<file path="config.mk">
export PLATFORM = sky130hd
export DESIGN_NAME = ldm_stm_sequencer
export DESIGN_NICKNAME = d
export VERILOG_FILES = /design/src/rtl/ldm_stm_sequencer.sv
export SDC_FILE = /design/constraint.sdc
export NUM_CORES = 1
export LEC_CHECK = 0
export ABC_AREA = 1
export CAP_MARGIN = 40
export CORE_ASPECT_RATIO = 1.75
export CORE_UTILIZATION = 30
export CTS_CLUSTER_SIZE = 40
export DETAILED_ROUTE_END_ITERATION = 8
export GPL_TIMING_DRIVEN = 0
export PLACE_DENSITY = 0.55
export SYNTH_ARGS = -nofsm -noshare
export SYNTH_HDL_FRONTEND = slang
export SYNTH_SLANG_ARGS = --single-unit
</file>
<file path="constraint.sdc">
create_clock -name clk -period 2.8 [get_ports clk]
set_clock_uncertainty 0.05 [all_clocks]
set_input_delay 0.56 -clock clk [delete_from_list [all_inputs] [get_ports clk]]
set_output_delay 0.56 -clock clk [all_outputs]
set_load 0.005 [all_outputs]
</file>
<file path="src/rtl/ldm_stm_sequencer.sv">
// ---------------------------------------------------------------------------
// ldm_stm_sequencer
//
// Block data transfer (LDM/STM) sequencer. A request latches the instruction
// and base value. The register list is then walked from the lowest register
// upward, one register per memory beat. Beat addresses always ascend. The
// start address is chosen so that the same ascending walk covers the IA, IB,
// DA and DB addressing modes. The new base value is produced as a one-cycle
// writeback strobe.
//
// Ports:
//   clk          clock, rising edge
//   rst          asynchronous reset, active low
//   START        one-cycle request, honoured only when idle
//   IR[31:0]     instruction (P=24, U=23, W=21, L=20, Rn=19:16, list=15:0)
//   BASE         Rn value, sampled with an accepted START
//   MEM_READY    memory accepts/returns the current beat
//   ABORT        data abort on the current beat
//   ACCESS_VALID beat presented (REG_NUM/ADDR/IS_LOAD stable while high)
//   REG_NUM      register for the current beat
//   ADDR         word-aligned address for the current beat
//   IS_LOAD      latched L bit
//   WB_EN        one-cycle base writeback strobe
//   WB_REG       latched Rn
//   WB_VALUE     new base value
//   PC_LOADED    R15 was loaded by an LDM (valid with DONE)
//   ABORTED      sequence ended by ABORT (valid with DONE)
//   BUSY         sequencer not idle
//   DONE         one-cycle completion pulse
//
// Build option: LDM_STM_EMPTY_LIST_R15_EN
//   defined   - an empty list transfers R15, and the base moves by 0x40
//   undefined - an empty list completes at once, with no beats and no writeback
// ---------------------------------------------------------------------------
module ldm_stm_sequencer #(
  parameter int ADDR_W = 32
) (
  input  logic              clk,
  input  logic              rst,
  input  logic              START,
  input  logic [31:0]       IR,
  input  logic [ADDR_W-1:0] BASE,
  input  logic              MEM_READY,
  input  logic              ABORT,
  output logic              ACCESS_VALID,
  output logic [3:0]        REG_NUM,
  output logic [ADDR_W-1:0] ADDR,
  output logic              IS_LOAD,
  output logic              WB_EN,
  output logic [3:0]        WB_REG,
  output logic [ADDR_W-1:0] WB_VALUE,
  output logic              PC_LOADED,
  output logic              ABORTED,
  output logic              BUSY,
  output logic              DONE
);

  typedef enum logic [1:0] {
    S_IDLE = 2'd0,
    S_XFER = 2'd1,
    S_WB   = 2'd2,
    S_FIN  = 2'd3
  } state_e;

  localparam logic [ADDR_W-1:0] WORD_STEP = {{(ADDR_W-3){1'b0}}, 3'b100};

  // Number of set bits in a 16-bit register list.
  function automatic logic [4:0] popcount16(input logic [15:0] m);
    logic [4:0] c;
    c = 5'd0;
    for (int i = 0; i < 16; i++) begin
      c = c + {4'd0, m[i]};
    end
    return c;
  endfunction

  // Index of the lowest set bit. Returns 0 for an empty mask.
  function automatic logic [3:0] lowest_set(input logic [15:0] m);
    logic [3:0] idx;
    idx = 4'd0;
    for (int i = 15; i >= 0; i--) begin
      if (m[i]) begin
        idx = i[3:0];
      end else begin
        idx = idx;
      end
    end
    return idx;
  endfunction

  state_e             state_q, state_d;
  logic [15:0]        mask_q, mask_d;
  logic [ADDR_W-1:0]  addr_q, addr_d;
  logic [3:0]         reg_num_q, reg_num_d;
  logic               is_load_q, is_load_d;
  logic [3:0]         wb_reg_q, wb_reg_d;
  logic [ADDR_W-1:0]  wb_value_q, wb_value_d;
  logic               wb_do_q, wb_do_d;
  logic               pc_loaded_q, pc_loaded_d;
  logic               aborted_q, aborted_d;
  logic               access_valid_q, access_valid_d;
  logic               wb_en_q, wb_en_d;
  logic               busy_q, busy_d;
  logic               done_q, done_d;

  // Request decode: the effective list, the transfer count and the addresses.
  logic [15:0]        list_s;
  logic               list_empty_s;
  logic [15:0]        list_eff_s;
  logic [4:0]         n_eff_s;
  logic [ADDR_W-1:0]  four_n_s;
  logic [ADDR_W-1:0]  start_addr_s;
  logic [ADDR_W-1:0]  new_base_s;
  logic               wb_allowed_s;
  logic [15:0]        beat_bit_s;
  logic [15:0]        mask_next_s;
  logic               unused_ir_s;

  assign unused_ir_s = ^{IR[31:25], IR[22]};

  // Decode the register list and addressing mode of the presented instruction.
  always_comb begin
    list_s       = IR[15:0];
    list_empty_s = (list_s == 16'h0000);
`ifdef LDM_STM_EMPTY_LIST_R15_EN
    // An empty list transfers R15, but the base moves as if all 16 registers were listed.
    if (list_empty_s) begin
      list_eff_s = 16'h8000;
      n_eff_s    = 5'd16;
    end else begin
      list_eff_s = list_s;
      n_eff_s    = popcount16(list_s);
    end
`else
    list_eff_s = list_s;
    n_eff_s    = popcount16(list_s);
`endif
    four_n_s = {{(ADDR_W-7){1'b0}}, n_eff_s, 2'b00};
    // The lowest address is chosen so that all four modes walk upward.
    case ({IR[24], IR[23]})
      2'b01:   start_addr_s = BASE;                          // IA
      2'b11:   start_addr_s = BASE + WORD_STEP;              // IB
      2'b00:   start_addr_s = BASE - four_n_s + WORD_STEP;   // DA
      2'b10:   start_addr_s = BASE - four_n_s;               // DB
      default: start_addr_s = BASE;
    endcase
    if (IR[23]) begin
      new_base_s = BASE + four_n_s;
    end else begin
      new_base_s = BASE - four_n_s;
    end
    // When an LDM lists its own base register, the loaded value replaces the writeback.
    wb_allowed_s = IR[21] & ~(IR[20] & list_s[IR[19:16]]);
  end

  // Next-state, datapath and output decode of the sequencer.
  always_comb begin
    state_d     = state_q;
    mask_d      = mask_q;
    addr_d      = addr_q;
    reg_num_d   = reg_num_q;
    is_load_d   = is_load_q;
    wb_reg_d    = wb_reg_q;
    wb_value_d  = wb_value_q;
    wb_do_d     = wb_do_q;
    pc_loaded_d = pc_loaded_q;
    aborted_d   = aborted_q;
    beat_bit_s  = 16'h0001 << reg_num_q;
    mask_next_s = mask_q & ~beat_bit_s;

    case (state_q)
      S_IDLE: begin
        if (START) begin
          is_load_d   = IR[20];
          wb_reg_d    = IR[19:16];
          wb_value_d  = new_base_s;
          wb_do_d     = wb_allowed_s;
          pc_loaded_d = 1'b0;
          aborted_d   = 1'b0;
          mask_d      = list_eff_s;
          reg_num_d   = lowest_set(list_eff_s);
          addr_d      = {start_addr_s[ADDR_W-1:2], 2'b00};
          if (list_eff_s == 16'h0000) begin
            state_d = S_FIN;
          end else begin
            state_d = S_XFER;
          end
        end else begin
          state_d = S_IDLE;
        end
      end

      S_XFER: begin
        // An abort wins over a ready memory in the same cycle.
        if (ABORT) begin
          aborted_d = 1'b1;
          state_d   = S_FIN;
        end else if (MEM_READY) begin
          if (is_load_q && (reg_num_q == 4'd15)) begin
            pc_loaded_d = 1'b1;
          end else begin
            pc_loaded_d = pc_loaded_q;
          end
          mask_d = mask_next_s;
          addr_d = addr_q + WORD_STEP;
          if (mask_next_s == 16'h0000) begin
            // The last register number stays on REG_NUM after the final beat.
            reg_num_d = reg_num_q;
            if (wb_do_q) begin
              state_d = S_WB;
            end else begin
              state_d = S_FIN;
            end
          end else begin
            reg_num_d = lowest_set(mask_next_s);
            state_d   = S_XFER;
          end
        end else begin
          state_d = S_XFER;
        end
      end

      S_WB: begin
        state_d = S_FIN;
      end

      S_FIN: begin
        state_d = S_IDLE;
      end

      default: begin
        state_d = S_IDLE;
      end
    endcase

    // Strobes are decoded from the next state so they leave the block from flops.
    access_valid_d = (state_d == S_XFER);
    wb_en_d        = (state_d == S_WB);
    done_d         = (state_d == S_FIN);
    busy_d         = (state_d != S_IDLE);
  end

  // State and output registers. Reset clears every output at once.
  always_ff @(posedge clk or negedge rst) begin
    if (!rst) begin
      state_q        <= S_IDLE;
      mask_q         <= 16'h0000;
      addr_q         <= {ADDR_W{1'b0}};
      reg_num_q      <= 4'd0;
      is_load_q      <= 1'b0;
      wb_reg_q       <= 4'd0;
      wb_value_q     <= {ADDR_W{1'b0}};
      wb_do_q        <= 1'b0;
      pc_loaded_q    <= 1'b0;
      aborted_q      <= 1'b0;
      access_valid_q <= 1'b0;
      wb_en_q        <= 1'b0;
      busy_q         <= 1'b0;
      done_q         <= 1'b0;
    end else begin
      state_q        <= state_d;
      mask_q         <= mask_d;
      addr_q         <= addr_d;
      reg_num_q      <= reg_num_d;
      is_load_q      <= is_load_d;
      wb_reg_q       <= wb_reg_d;
      wb_value_q     <= wb_value_d;
      wb_do_q        <= wb_do_d;
      pc_loaded_q    <= pc_loaded_d;
      aborted_q      <= aborted_d;
      access_valid_q <= access_valid_d;
      wb_en_q        <= wb_en_d;
      busy_q         <= busy_d;
      done_q         <= done_d;
    end
  end

  assign ACCESS_VALID = access_valid_q;
  assign REG_NUM      = reg_num_q;
  assign ADDR         = addr_q;
  assign IS_LOAD      = is_load_q;
  assign WB_EN        = wb_en_q;
  assign WB_REG       = wb_reg_q;
  assign WB_VALUE     = wb_value_q;
  assign PC_LOADED    = pc_loaded_q;
  assign ABORTED      = aborted_q;
  assign BUSY         = busy_q;
  assign DONE         = done_q;

endmodule

</file>
---- Word level (Yosys, flattened, before mapping) ----
Index checks and enable logic that the tools add are counted.
cells by class
  add/sub/neg operators ................... 20
  order comparisons ....................... 1
  equal/unequal tests ..................... 16
  shift operators ......................... 1
  mux-type cells .......................... 63
  bitwise logic cells ..................... 5
  reductions and logical operators ........ 12
operators with widths
  cell                                                                  count
  4-bit two-way mux                                                     36
  32-bit two-way mux                                                    4
  32-bit case mux with 4 select lines                                   1
  32-bit by 3-bit adder with 32-bit output, second input constant       3
  32-bit case mux with 2 select lines                                   1
  5-bit by 1-bit adder with 5-bit output                                11
  16-bit two-way mux                                                    3
  32-bit by 7-bit adder with 32-bit output                              1
  16-bit zero test                                                      2
  16-bit case mux with 2 select lines                                   1
  32-bit by 7-bit subtractor with 32-bit output                         1
  16-bit AND                                                            1
  16-bit NOT                                                            1
  1-bit by 4-bit left shift with 16-bit output, first input constant    1
  2-bit == test, second input constant                                  6
  2-bit != test, second input constant                                  6
  2-bit two-way mux                                                     5
  5-bit AND reduction                                                   2
  2-bit case mux with 4 select lines                                    1
  4-bit case mux with 2 select lines                                    1
  1-bit two-way mux                                                     7
  2-bit by 1-bit == test with 1-bit output, second input constant       3
  4-bit by 1-bit adder with 5-bit output                                1
  4-bit by 5-bit < comparator with 1-bit output, second input constant  1
  other kinds (14)                                                      18
word-level totals
  register bits ........................... 98
  input port bits ......................... 69

---- Depth between registers and ports, before layout ----
Gate-level depths: netlist (run 1).
  depth after elaboration ................. 23
  gate-level depth with buffers ........... 34
  depth with buffers taken out ............ 34

---- Least setup slack after synthesis (run 1) ----
Ideal clock, no wire load.
  kind .................................... input-to-reg
  from .................................... input port IR[0]
  to ...................................... register addr_q[20] (netlist: ADDR[20])
  setup time .............................. 0.073 ns
  data arrival time ....................... 5.411 ns
  required time ........................... 2.677 ns
  slack ................................... -2.734 ns
  stages on the path ...................... 25
  cell sequence ........................... inv_1 fa_1 fa_1 fa_1 fa_1 inv_1 ha_1 fa_1 fa_1 o21ai_1 ha_1 inv_1 nor2_1 nand3_1 nor2_2 nand3_2 inv_1 nand2_2 nor2_4 nand2_2 a21oi_1 o21ai_1 nand2_1 nand2_1 a21oi_2
between the ends
  word-level cells in the longest chain between the ends .. 20
ends and longest elaborated chain
  element                                                 RTL line  RTL
  start: declaration                                      41        input logic [31:0] IR,
  1-bit by 1-bit adder with 2-bit output *                72        c = c + {4'd0, m[i]};
  2-bit by 1-bit adder with 3-bit output *                72
  3-bit by 1-bit adder with 4-bit output *                72
  4-bit by 1-bit adder with 5-bit output *                72
  5-bit by 1-bit adder with 5-bit output * (11 in a row)  72
  32-bit by 7-bit subtractor with 32-bit output *         143, 144
  32-bit by 3-bit adder with 32-bit output                143       2'b00: start_addr_s = BASE - four_n_s + WORD_STEP;
  32-bit case mux with 4 select lines *                   140       case ({IR[24], IR[23]})
  32-bit two-way mux *                                    173       if (START) begin
  32-bit case mux with 2 select lines *                   171       case (state_q)
  end signal: assignment                                  248       addr_q <= {ADDR_W{1'b0}};
  end signal: assignment                                  263       addr_q <= addr_d;
  end: declaration                                        93        logic [ADDR_W-1:0] addr_q, addr_d;
Mark *: on every way between the ends. The rest lies on a longest branch, timed or not. The select of a mux whose other input is x is not followed.
A chain may end at the register's enable or synchronous reset.

---- Worst setup path after layout (run 1) ----
  from .................................... input port IR[1]
  to ...................................... register wb_value_q[26] (netlist: WB_VALUE[26])
between the ends
  word-level cells in the longest chain between the ends .. 17
  elaborated cells on any way between the ends .. 18
ends and longest elaborated chain
  element                                                                                                           RTL line  RTL
  1-bit by 1-bit adder with 2-bit output *                                                                          72
  2-bit by 1-bit adder with 3-bit output *                                                                          72
  3-bit by 1-bit adder with 4-bit output *                                                                          72
  4-bit by 1-bit adder with 5-bit output *                                                                          72
  5-bit by 1-bit adder with 5-bit output * (11 in a row)                                                            72
  32-bit by 7-bit subtractor with 32-bit output / 32-bit by 7-bit adder with 32-bit output (equally long branches)  150, 148
  32-bit two-way mux *                                                                                              147       if (IR[23]) begin
  end signal: assignment                                                                                            252       wb_value_q <= {ADDR_W{1'b0}};
  end signal: assignment                                                                                            267       wb_value_q <= wb_value_d;
  end: declaration                                                                                                  97        logic [ADDR_W-1:0] wb_value_q, wb_value_d;
Mark *: on every way between the ends. The rest lies on a longest branch, timed or not.

==> impl_metrics.json, run 1 <==
{
  "outcome": "finished, violations left",
  "violations": "negative setup slack",
  "cts_tree": "built",
  "min_path_type": "input pin to async pin",
  "placement.io_buffers": 123,
  "die_w_um": 140,
  "die_area_mm2": 0.0341,
  "slowest_delay_ns": 0.53,
  "finalNonFillerCells": 2231,
  "synth_area_per_cell_um2": 6.27,
  "arrival_ns": 5.82,
  "syn_inst": 1594,
  "drtIter0Drc": 718,
  "start_kind": "input pin",
  "finalSetupViolations": 60,
  "grt_overflow_total": 0,
  "track_usage": 0.274,
  "crit_type": "input pin to register",
  "reg2reg_slack_ns": -0.13,
  "postPlaceCellArea_mm2": 0.0118,
  "cp_max_fo": 5,
  "period_share": 2.00,
  "num_vias": 11900,
  "max-cap-violations": 0,
  "drive_gt1_frac": 0.233,
  "pin_count": 148,
  "worstMarginPinSlew_ns": 0.923,
  "ys_ff_latch": 96,
  "path_clk_slew_ns": 0.07,
  "ir_drop_v": 0.000609,
  "endpoint_kind": "register",
  "dp_hpwl_um": 37600,
  "clk_path_buf_depth": 2,
  "insertion_delay_ns": 0.37,
  "finalHoldViolCount": 0,
  "period_minus_slack_ns": 5.61,
  "timing.setup.tns_ns": -143.94,
  "numPlacedInstances": 2126,
  "layout_commonest_cell": "nand2_1",
  "worst_slack_ns": -2.81,
  "grt_first_pass_wirelength_um": 69400,
  "synth-warning-count": 0,
  "start_util": 0.304,
  "clock_sinks": 96,
  "drc": 0,
  "fin_util": 0.425,
  "cellLeakagePower_nw": 6.21,
  "holdWs_ns": 0.171,
  "async_flop_share": 1.00,
  "die_h_um": 243,
  "first_pass_iters": 5,
  "fillCellCount": 3430,
  "max_freq_mhz": 178,
  "n_antenna_cell": 0,
  "synth_seq_area_share": 0.240,
  "rsz0062_at_grt": "yes",
  "ys.flop_type": "dfrtp_1",
  "reg2reg_depth": 8,
  "slowest_stage": "fa_1",
  "fp.coreArea_mm2": 0.0329,
  "critPathRequiredTime_ns": 3.01,
  "drtAntennaViolNets": 0,
  "grt_max_degree": 50,
  "r2r_end": "ADDR[30]$_DFFE_PN0P_",
  "htreeDepth": 3,
  "netlist_area_mm2": 0.00999,
  "numCtsBuffers": 9,
  "crit_top_cell": "nand2_4",
  "gp_congestion": 0.927,
  "synth_edf_count": 0,
  "wl_per_cell_um": 21.2,
  "fin_nets": 1924,
  "drv_slew": 0,
  "viasPerCell": 5.32,
  "powerDensity_mw_per_mm2": 964,
  "r2r_start": "ADDR[16]$_DFFE_PN0P_",
  "final_cell_mix": "nand2_1 (344), inv_1 (172), nor2_1 (120), nand3_1 (115), clkdlybuf4s50_1 (110)",
  "antenna_found_initial": 0,
  "maxSlewHeadroom": 0.385,
  "grt_pass1_vias": 11700,
  "drt_wl_total_um": 47300,
  "holdBufCountCts": 0,
  "rows": 88,
  "design_area_mm2": 0.0140,
  "synthDistinctLibCells": 54,
  "clockRootBuffer": "clkbuf_16",
  "area_growth_pct": 39.9
}
## through the flow
stage                     power [mW]  setup WS, ns
after CTS                       12.4         -2.84
final                           13.5         -2.81
after detailed placement        9.88         -4.23
after global routing            14.3         -2.96
after global placement          9.80         -4.20
after floorplan                 6.80         -2.67
## layout make-up
| type | count | area (µm²) | area share |
|---|---|---|---|
| Inverter | 207 | 812 | 0.0581 |
| Tap cell | 405 | 507 | 0.0362 |
| Clock buffer | 10 | 229 | 0.0164 |
| Clock inverter | 6 | 92.6 | 0.00662 |
| Sequential cell | 96 | 2400 | 0.172 |
| Buffer | 71 | 328 | 0.0234 |
| Multi-Input combinational cell | 1221 | 7480 | 0.535 |
| Timing Repair Buffer | 215 | 2140 | 0.153 |
## cell families (layout without fill, tap and decap cells)
group | after synthesis | in the layout | share of synthesized area
flip-flops | 96 | 96 | 0.240
adder cells (fa/ha/maj) | 34 | 34 | 0.0516
AND/OR/NAND/NOR | 837 | 837 | 0.390
XOR/XNOR | 20 | 20 | 0.0175
AO/OA/AOI/OAI | 328 | 328 | 0.191
buffers and inverters | 278 | 509 | 0.109
other | 1 | 2 | 0.000375
## how the worst max path moves through the flow
stage	start	to	cells after the start	slack, ns
floorplan	IR[7]	ADDR[20]$_DFFE_PN0P_	25	-2.67
global placement	IR[1]	WB_VALUE[28]$_DFFE_PN0P_	27	-4.20
detailed placement	IR[1]	ADDR[29]$_DFFE_PN0P_	30	-4.23
CTS	IR[11]	ADDR[23]$_DFFE_PN0P_	29	-2.84
global route	IR[5]	ADDR[30]$_DFFE_PN0P_	30	-2.96
finish	IR[1]	WB_VALUE[26]$_DFFE_PN0P_	29	-2.81
## power by group
part | switching, mW | internal, mW
Sequential | 0.716 | 2.08
Combinational | 5.30 | 3.99
Clock | 0.602 | 0.789
Total | 6.62 | 6.85
## what timing repair did
action	4_1_cts	5_1_grt
setup buffers	60	42
pin swaps	82	94
gates cloned	1	1
setup endpoints to repair	81	74
gates resized for setup	221	181
## cells in the mapped netlist, types with 8 or more instances
cell,n,share of area
nor2_1,145,0.054
nand4_1,32,0.020
a22oi_1,11,0.0083
ha_1,22,0.028
o21a_1,18,0.014
o21ai_0,127,0.064
a31oi_1,25,0.016
nor3_1,18,0.0090
nand3_1,146,0.073
nand2_2,17,0.011
clkbuf_1,45,0.017
fa_1,12,0.024
inv_2,9,0.0034
inv_1,195,0.073
nand2_1,401,0.15
nand3_2,11,0.011
nand2_4,9,0.010
nor4_1,8,0.0050
nor2_4,16,0.018
xor2_1,18,0.016
nor2_2,16,0.010
buf_2,11,0.0055
o211ai_1,21,0.016
dfrtp_1,96,0.24
a21oi_1,88,0.044
## sequential cells by signal, indices dropped and copies added, names as in the netlist, 2 cells and up
register,cells
WB_VALUE,32
ADDR,30
mask_q,16
REG_NUM,4
WB_REG,4
state_q,2
## metal layers
layer / global-route usage / vias to the layer above / wire (µm)
met4: 0.193 / 0 / 3580
li1: - / 5706 / -
met3: 0.0216 / 156 / 1630
met5: 0 / - / 0
met2: 0.524 / 413 / 25500
met1: 0.277 / 5602 / 16700
## worst max-delay path: cells and delay by family
kind	cells	cell delay [ns]
adders and majority gates	7	2.76
and+or+nand+nor	13	1.21
buffers and inverters	5	0.54
AOI/OAI and AO/OA	2	0.38
xor gates and xnor gates	2	0.35
(Power assumes the default switching activity.)
==> run 2, diff against run 1 <==
==> constraint.sdc (replaced) <==
create_clock -name clk -period 2.8 [get_ports clk]
set_clock_uncertainty 0.05 [all_clocks]
set_input_delay 0.56 -clock clk [delete_from_list [all_inputs] [get_ports clk]]
set_output_delay 0.56 -clock clk [all_outputs]
set_load 0.01 [all_outputs]
==> results of run 2 <==
The final DEF is identical to that of run 1. Status: finished, violations left: negative setup slack.
Among the figures that moved: total power 13.5 mW -> 13.7 mW
